### config.mk
export PLATFORM = sky130hd
export DESIGN_NAME = riscv_pipeline_hazard_ctrl
export DESIGN_NICKNAME = d
export VERILOG_FILES = /design/src/rtl/riscv_pipeline_hazard_ctrl.sv
export SDC_FILE = /design/constraint.sdc
export NUM_CORES = 1
export LEC_CHECK = 0
export ABC_AREA = 1
export CAP_MARGIN = 10
export CORE_MARGIN = 2
export CORE_UTILIZATION = 40
export DETAILED_ROUTE_END_ITERATION = 12
export GPL_ROUTABILITY_DRIVEN = 0
export PLACE_DENSITY = 0.84
export SYNTH_ARGS = -nofsm -noshare
export SYNTH_HDL_FRONTEND = slang
export SYNTH_SLANG_ARGS = --single-unit
### constraint.sdc
create_clock -name clk -period 1.8 [get_ports clk]
set_input_delay 0.27 -clock clk [delete_from_list [all_inputs] [get_ports clk]]
set_output_delay 0.27 -clock clk [all_outputs]
set_load 0.02 [all_outputs]
### src/rtl/riscv_pipeline_hazard_ctrl.sv
// Hazard control for a 5-stage RISC-V pipeline: branch/jump redirect, load-use and RAW stalls.
// Define HAZARD_FORWARD_EN to stall only on load-use hazards (forwarding datapath present).
module riscv_pipeline_hazard_ctrl #(
    parameter int FLUSH_CYCLES      = 2,
    parameter int LOAD_STALL_CYCLES = 1,
    parameter int REG_W             = 5
) (
    input  logic             clk,
    input  logic             reset_n,
    input  logic             ex_valid,
    input  logic [6:0]       ex_opcode,
    input  logic [2:0]       ex_func3,
    input  logic             ex_zero,
    input  logic             ex_lessThan,
    input  logic             ex_lessThanU,
    input  logic [REG_W-1:0] ex_rd,
    input  logic             ex_reg_write,
    input  logic [REG_W-1:0] mem_rd,
    input  logic             mem_reg_write,
    input  logic [REG_W-1:0] id_rs1,
    input  logic [REG_W-1:0] id_rs2,
    input  logic             id_use_rs1,
    input  logic             id_use_rs2,
    output logic             pcSrc,
    output logic             flush,
    output logic             stall,
    output logic [1:0]       state
);

    localparam int CNT_W = 3;
    localparam logic [6:0] OP_JAL    = 7'b1101111;
    localparam logic [6:0] OP_JALR   = 7'b1100111;
    localparam logic [6:0] OP_BRANCH = 7'b1100011;
    localparam logic [6:0] OP_LOAD   = 7'b0000011;
    localparam logic [CNT_W-1:0] FLUSH_LOAD = CNT_W'(FLUSH_CYCLES - 1);
    localparam logic [CNT_W-1:0] STALL_LOAD = CNT_W'(LOAD_STALL_CYCLES - 1);

    typedef enum logic [1:0] {
        RUN   = 2'd0,
        STALL = 2'd1,
        FLUSH = 2'd2
    } state_t;

    state_t           cur_state;
    state_t           next_state;
    logic [CNT_W-1:0] count;
    logic [CNT_W-1:0] next_count;

    logic run_valid;
    logic branch_taken;
    logic redirect;
    logic ex_match;
    logic mem_match;
    logic load_use;
    logic hazard;

    // x0 is hardwired to zero, so it never carries a dependency.
    assign ex_match  = (ex_rd != '0) &&
                       ((id_use_rs1 && (id_rs1 == ex_rd)) || (id_use_rs2 && (id_rs2 == ex_rd)));
    assign mem_match = (mem_rd != '0) &&
                       ((id_use_rs1 && (id_rs1 == mem_rd)) || (id_use_rs2 && (id_rs2 == mem_rd)));

    assign run_valid = ex_valid && (cur_state == RUN);

    always_comb begin
        branch_taken = 1'b0;
        case (ex_func3)
            3'b000:  branch_taken = ex_zero;
            3'b001:  branch_taken = !ex_zero;
            3'b100:  branch_taken = ex_lessThan;
            3'b101:  branch_taken = !ex_lessThan;
            3'b110:  branch_taken = ex_lessThanU;
            3'b111:  branch_taken = !ex_lessThanU;
            default: branch_taken = 1'b0;
        endcase
    end

    assign redirect = run_valid &&
                      ((ex_opcode == OP_JAL) || (ex_opcode == OP_JALR) ||
                       ((ex_opcode == OP_BRANCH) && branch_taken));

    assign load_use = run_valid && (ex_opcode == OP_LOAD) && ex_match;

`ifdef HAZARD_FORWARD_EN
    logic unused_raw_inputs;
    assign unused_raw_inputs = ^{mem_rd, mem_reg_write, ex_reg_write, mem_match};
    assign hazard = load_use;
`else
    // Without forwarding, any in-flight writer of a source register must drain first.
    assign hazard = load_use ||
                    (run_valid && ex_reg_write && ex_match) ||
                    ((cur_state == RUN) && mem_reg_write && mem_match);
`endif

    always_ff @(posedge clk or negedge reset_n) begin
        if (!reset_n) begin
            cur_state <= RUN;
            count     <= '0;
        end else begin
            cur_state <= next_state;
            count     <= next_count;
        end
    end

    // Redirect has priority over a stall; the counter holds remaining extra cycles.
    always_comb begin
        pcSrc      = 1'b0;
        flush      = 1'b0;
        stall      = 1'b0;
        next_state = cur_state;
        next_count = count;
        case (cur_state)
            RUN: begin
                if (redirect) begin
                    pcSrc = 1'b1;
                    flush = 1'b1;
                    if (FLUSH_CYCLES > 1) begin
                        next_state = FLUSH;
                        next_count = FLUSH_LOAD;
                    end
                end else if (hazard) begin
                    stall = 1'b1;
                    if (LOAD_STALL_CYCLES > 1) begin
                        next_state = STALL;
                        next_count = STALL_LOAD;
                    end
                end
            end
            STALL: begin
                stall = 1'b1;
                if (count <= 1) begin
                    next_state = RUN;
                    next_count = '0;
                end else begin
                    next_count = count - 1'b1;
                end
            end
            FLUSH: begin
                flush = 1'b1;
                if (count <= 1) begin
                    next_state = RUN;
                    next_count = '0;
                end else begin
                    next_count = count - 1'b1;
                end
            end
            default: begin
                next_state = RUN;
                next_count = '0;
            end
        endcase
        if (!reset_n) begin
            pcSrc = 1'b0;
            flush = 1'b0;
            stall = 1'b0;
        end
    end

    assign state = cur_state;

endmodule

Word-level counts from Yosys, hierarchy flattened
Cells that the tools add are included.
Word-level totals
  memory bits (writable): 0
  output and inout bits: 5
  bits in latches: 0
  bits in read-only memories: 0
  register bits: 5
  memories kept: 0
Operators by class
  add/sub/neg operators: 1
  shift operators: 0
  multipliers: 0
  muxes and demuxes: 16
  bitwise logic cells: 0
  div/mod/pow operators: 0
  reductions and logical operators: 30
  order comparisons: 1
  equal/unequal tests: 17
Operator list (count)
  7-bit equality test, second input constant: 3
  5-bit equality test: 4
  1-bit logical AND: 15
  3-bit equality test, second input constant: 4
  5-bit nonzero test: 2
  7-bit by 2-bit equality test with 1-bit output, second input constant: 1
  1-bit two-way mux: 7
  1-bit logical OR: 6
  3-bit two-way mux: 2
  1-bit one-hot mux with 6 select lines: 1
  3-bit one-hot mux with 2 select lines: 1
  2-bit two-way mux: 2
  1-bit one-hot mux with 2 select lines: 2
  2-bit one-hot mux with 2 select lines: 1
  3-bit by 1-bit equality test with 1-bit output, second input constant: 1
  3-bit by 1-bit less-or-equal comparator with 1-bit output, second input constant: 1
  1-bit zero test: 3
  3-bit zero test: 1
  3-bit by 1-bit subtractor with 3-bit output, second input constant: 1
  2-bit by 1-bit equality test with 1-bit output, second input constant: 1
  2-bit equality test, second input constant: 1
  2-bit zero test: 1
  2-bit by 1-bit inequality test with 1-bit output, second input constant: 1
  2-bit inequality test, second input constant: 1
  2 further kinds: 2

Depth between registers and ports, before layout
  word-level depth: 11
  depth in mapped cells: 11

Worst setup path before layout
No wires, ideal clock.
  kind: register to output
  start point: register cur_state[1], in the netlist state[1]
  end point: output port flush
  data required time: 1.530 ns
  path buffers: 0
  path slack: 0.197 ns
  data arrival time: 1.333 ns
  stages on the path, launching flop included: 6
  cell sequence: dfrtp_1 inv_2 nand2_1 nor3_4 nand2_4 a21oi_1
On the way
  longest elaborated chain between the ends: 6
Ends and longest elaborated chain
  from (decl): line 44  | state_t cur_state;
  from (signal assigned): line 100  | cur_state <= next_state;
  2-bit zero test: line 63, 112
  1-bit logical AND: line 63  | assign run_valid = ex_valid && (cur_state == RUN);
  1-bit logical AND: line 78  | assign redirect = run_valid &&
  1-bit two-way mux: line 114  | if (redirect) begin
  1-bit one-hot mux with 2 select lines *: line 112  | case (cur_state)
  1-bit two-way mux *: line 152  | if (!reset_n) begin
  to (decl): line 25  | output logic flush,
Every way passes the cells marked *; elsewhere a longest branch is shown, timed or not.

Final worst setup path
  start point: input port ex_opcode[4]
  end point: output port flush
On the way
  longest elaborated chain between the ends: 7
Ends and longest elaborated chain
  from (decl): line 11  | input logic [6:0] ex_opcode,
  7-bit equality test (on tied branches): line 79, 80
  1-bit logical OR / 1-bit logical AND (equally long branches): line 79, 80
  1-bit logical OR *: line 79  | ((ex_opcode == OP_JAL) || (ex_opcode == OP_JALR) ||
  1-bit logical AND *: line 78
  1-bit two-way mux *: line 114
  1-bit one-hot mux with 2 select lines *: line 112
  1-bit two-way mux *: line 152
Marks and branches as above.

==> results.yml <==
outcome:
  outcome: "complete, no violations"
synth:
  ys_seq_area_share_pct: 13.0
  synth_cell_type_count: 20
  ys_seq_elements: 4
  synthCells: 147
  syn_area_per_cell_um2: 5.23
  ys_warn_count: 0
  synth_area_um2: 768
  synth_nets: 189
place:
  place_inst: 226
  port_buffers: 43
  hpwlAfterDp_mm: 2.06
  pre_cts_slack_ns: -0.548
routing:
  drt-vias-per-instance: 4.83
  vias: 1106
  ant_nets: 0
  avgRoutedWirePerCell_um: 10.9
  routed_wirelength_mm: 2.49
  first_pass_iters: 4
  drt_iter0_drc: 23
  drc: 0
worst_setup_path:
  crit_type: "in -> out"
  arrival_ns: 1.45
  worst_setup_path_end_kind: "output port"
  cp-start-kind: "primary input"
  path_max_fanout: 4
  slowest_stage: "clkdlybuf4s50_1"
  critPathMaxStageDelay_ns: 0.44
  required_ns: 1.53
  reg2reg_depth: 7
  cp_cell_sequence: "clkdlybuf4s50_1 -> buf_4 -> nor3_4 -> nand2_4 -> a21oi_1 -> buf_2"
clock_tree:
  root_buffer: "clkbuf_4"
  clock_tree.buffer_depth: 2
  cts_buffers: 3
  htree_levels: 1
  tritoncts: "built"
  cts_hold_buffers: 0
  postCtsSetupRepairBufs: 0
  clock-sinks: 4
  clkTransAtPathRegs_ns: 0.04
  insertion_delay_ns: 0.23
floorplanning:
  die_area_um2: 2290
  start_util_pct: 43.5
  die_x_um: 47.8
  rows: 15
  coreArea_um2: 1760
  num_io_pins: 45
  die_h_um: 47.8
grt:
  grt_max_degree: 8
  first_global_vias: 978
  grt_overflow_total: 0
  antenna_found_initial: 0
  grt_pass1_wl_mm: 3.80
  track_usage_pct: 23.2
pwr:
  p_leak_uw: 0.000848
  peakVddDrop_mv: 0.490
  power_density_nw_per_um2: 388
sta:
  whs_ns: 0.396
  tns_ns: 0
  worst_slack_ns: 0.0814
  slew_viol_final: 0
  finalHoldViolCount: 0
  max_freq_ghz: 0.582
  setup_violations: 0
  rsz0062_at_grt: "no"
  finalCritPeriodShare_pct: 95.5
  period_minus_slack_ns: 1.72
  skew_ns: 0.00568
final_layout:
  layout_commonest_cell: "nand2_1"
  nFillCells: 162
  syn_to_final_growth_pct: 75.4
  final_nets: 248
  fin_cells: 229
  layout-drive-gt1-share_pct: 17.6
  diodes: 0
  final_cell_mix: "nand2_1 (42), dlygate4sd2_1 (23), nor2_1 (21)"
job:
  drv_cap: 0
worst_hold_path:
  hp-class: "in -> async"
==> area by class of cell <==
cell class | count | area [um^2] | area share [%]
inverters | 27 | 101 | 7.52
flip-flops and latches | 4 | 100 | 7.43
repair buffers | 55 | 510 | 37.9
multi-input cells | 115 | 582 | 43.2
clock buffers | 3 | 22.5 | 1.67
well taps | 25 | 31.3 | 2.32
==> report_power, final <==
part	internal, uW	switching, uW
Sequential	109	16.9
Clock	74.2	31.6
Combinational	138	153
Total	322	201
==> what timing repair did <==
action / CTS / global route
pin swaps: 9 / 16
resized for setup: 45 / 21
setup endpoints to repair: 3 / 3
==> cell usage after synthesis <==
master	instances	area [um^2]
nor2_1	21	78.8
nand2_4	2	22.5
or2_0	1	6.26
inv_1	25	93.8
a21oi_1	3	15.0
nand2_2	1	6.26
dfrtp_1	4	100
nand3_1	13	65.1
nor3_4	2	32.5
o21ai_0	14	70.1
inv_2	2	7.51
xor2_1	3	26.3
nand2_1	45	169
nor3_1	3	15.0
nand4_1	2	12.5
nor2_2	1	6.26
ha_1	2	25.0
conb_1	1	3.75
o21ai_1	1	5.00
buf_4	1	7.51
==> final timing paths <==
kind                                        end  slack (ns)            startpoint
setup / recovery                          flush        0.08          ex_opcode[4]
hold / removal             state[1]$_DFFE_PN0P_        0.40               reset_n
setup reg to reg           count[0]$_DFFE_PN0P_        0.64  count[1]$_DFFE_PN0P_
hold reg to reg            count[1]$_DFFE_PN0P_        0.52  count[1]$_DFFE_PN0P_
max in group asynchronous  count[1]$_DFFE_PN0P_        1.30               reset_n
min in group clk           count[1]$_DFFE_PN0P_        0.52  count[1]$_DFFE_PN0P_
==> registers in the layout, summed over array words and instances (netlist names) <==
signal	cells
count	3
state	1
==> metal layers <==
metal | GRT usage [%] | part of all wire [%] | up-vias
met5 | 0 | 0 | -
met3 | 4.91 | 7.2 | 4
met1 | 25.3 | 40 | 486
li1 | - | - | 570
met4 | 5.95 | 0.40 | 0
met2 | 44.8 | 53 | 46
==> metrics by stage <==
stage / total power, uW / utilization [%] / cell area [um^2]
final: 523 / 76.4 / 1350
after global routing: 571 / 76.4 / 1350
after CTS: 524 / 74.0 / 1310
after detailed placement: 429 / 74.4 / 1310
after global placement: 414 / 74.4 / 1310
after floorplan: 274 / - / 768
==> cells by family after synthesis <==
logic type	Yosys count	share of synthesized area, %
AO/OA/AOI/OAI	18	11.7
other	1	0.488
buffers and inverters	28	14.2
XOR/XNOR	3	3.42
AND/OR/NAND/NOR	91	53.9
adder cells (fa/ha/maj)	2	3.26
flip-flops	4	13.0
==> worst max-delay path, delay by kind of cell <==
| kind | cells | cell delay, ns |
|---|---|---|
| simple gates | 2 | 0.29 |
| buf+inv | 3 | 0.77 |
| compound gates | 1 | 0.12 |
Power figures use the tool's default switching activity.
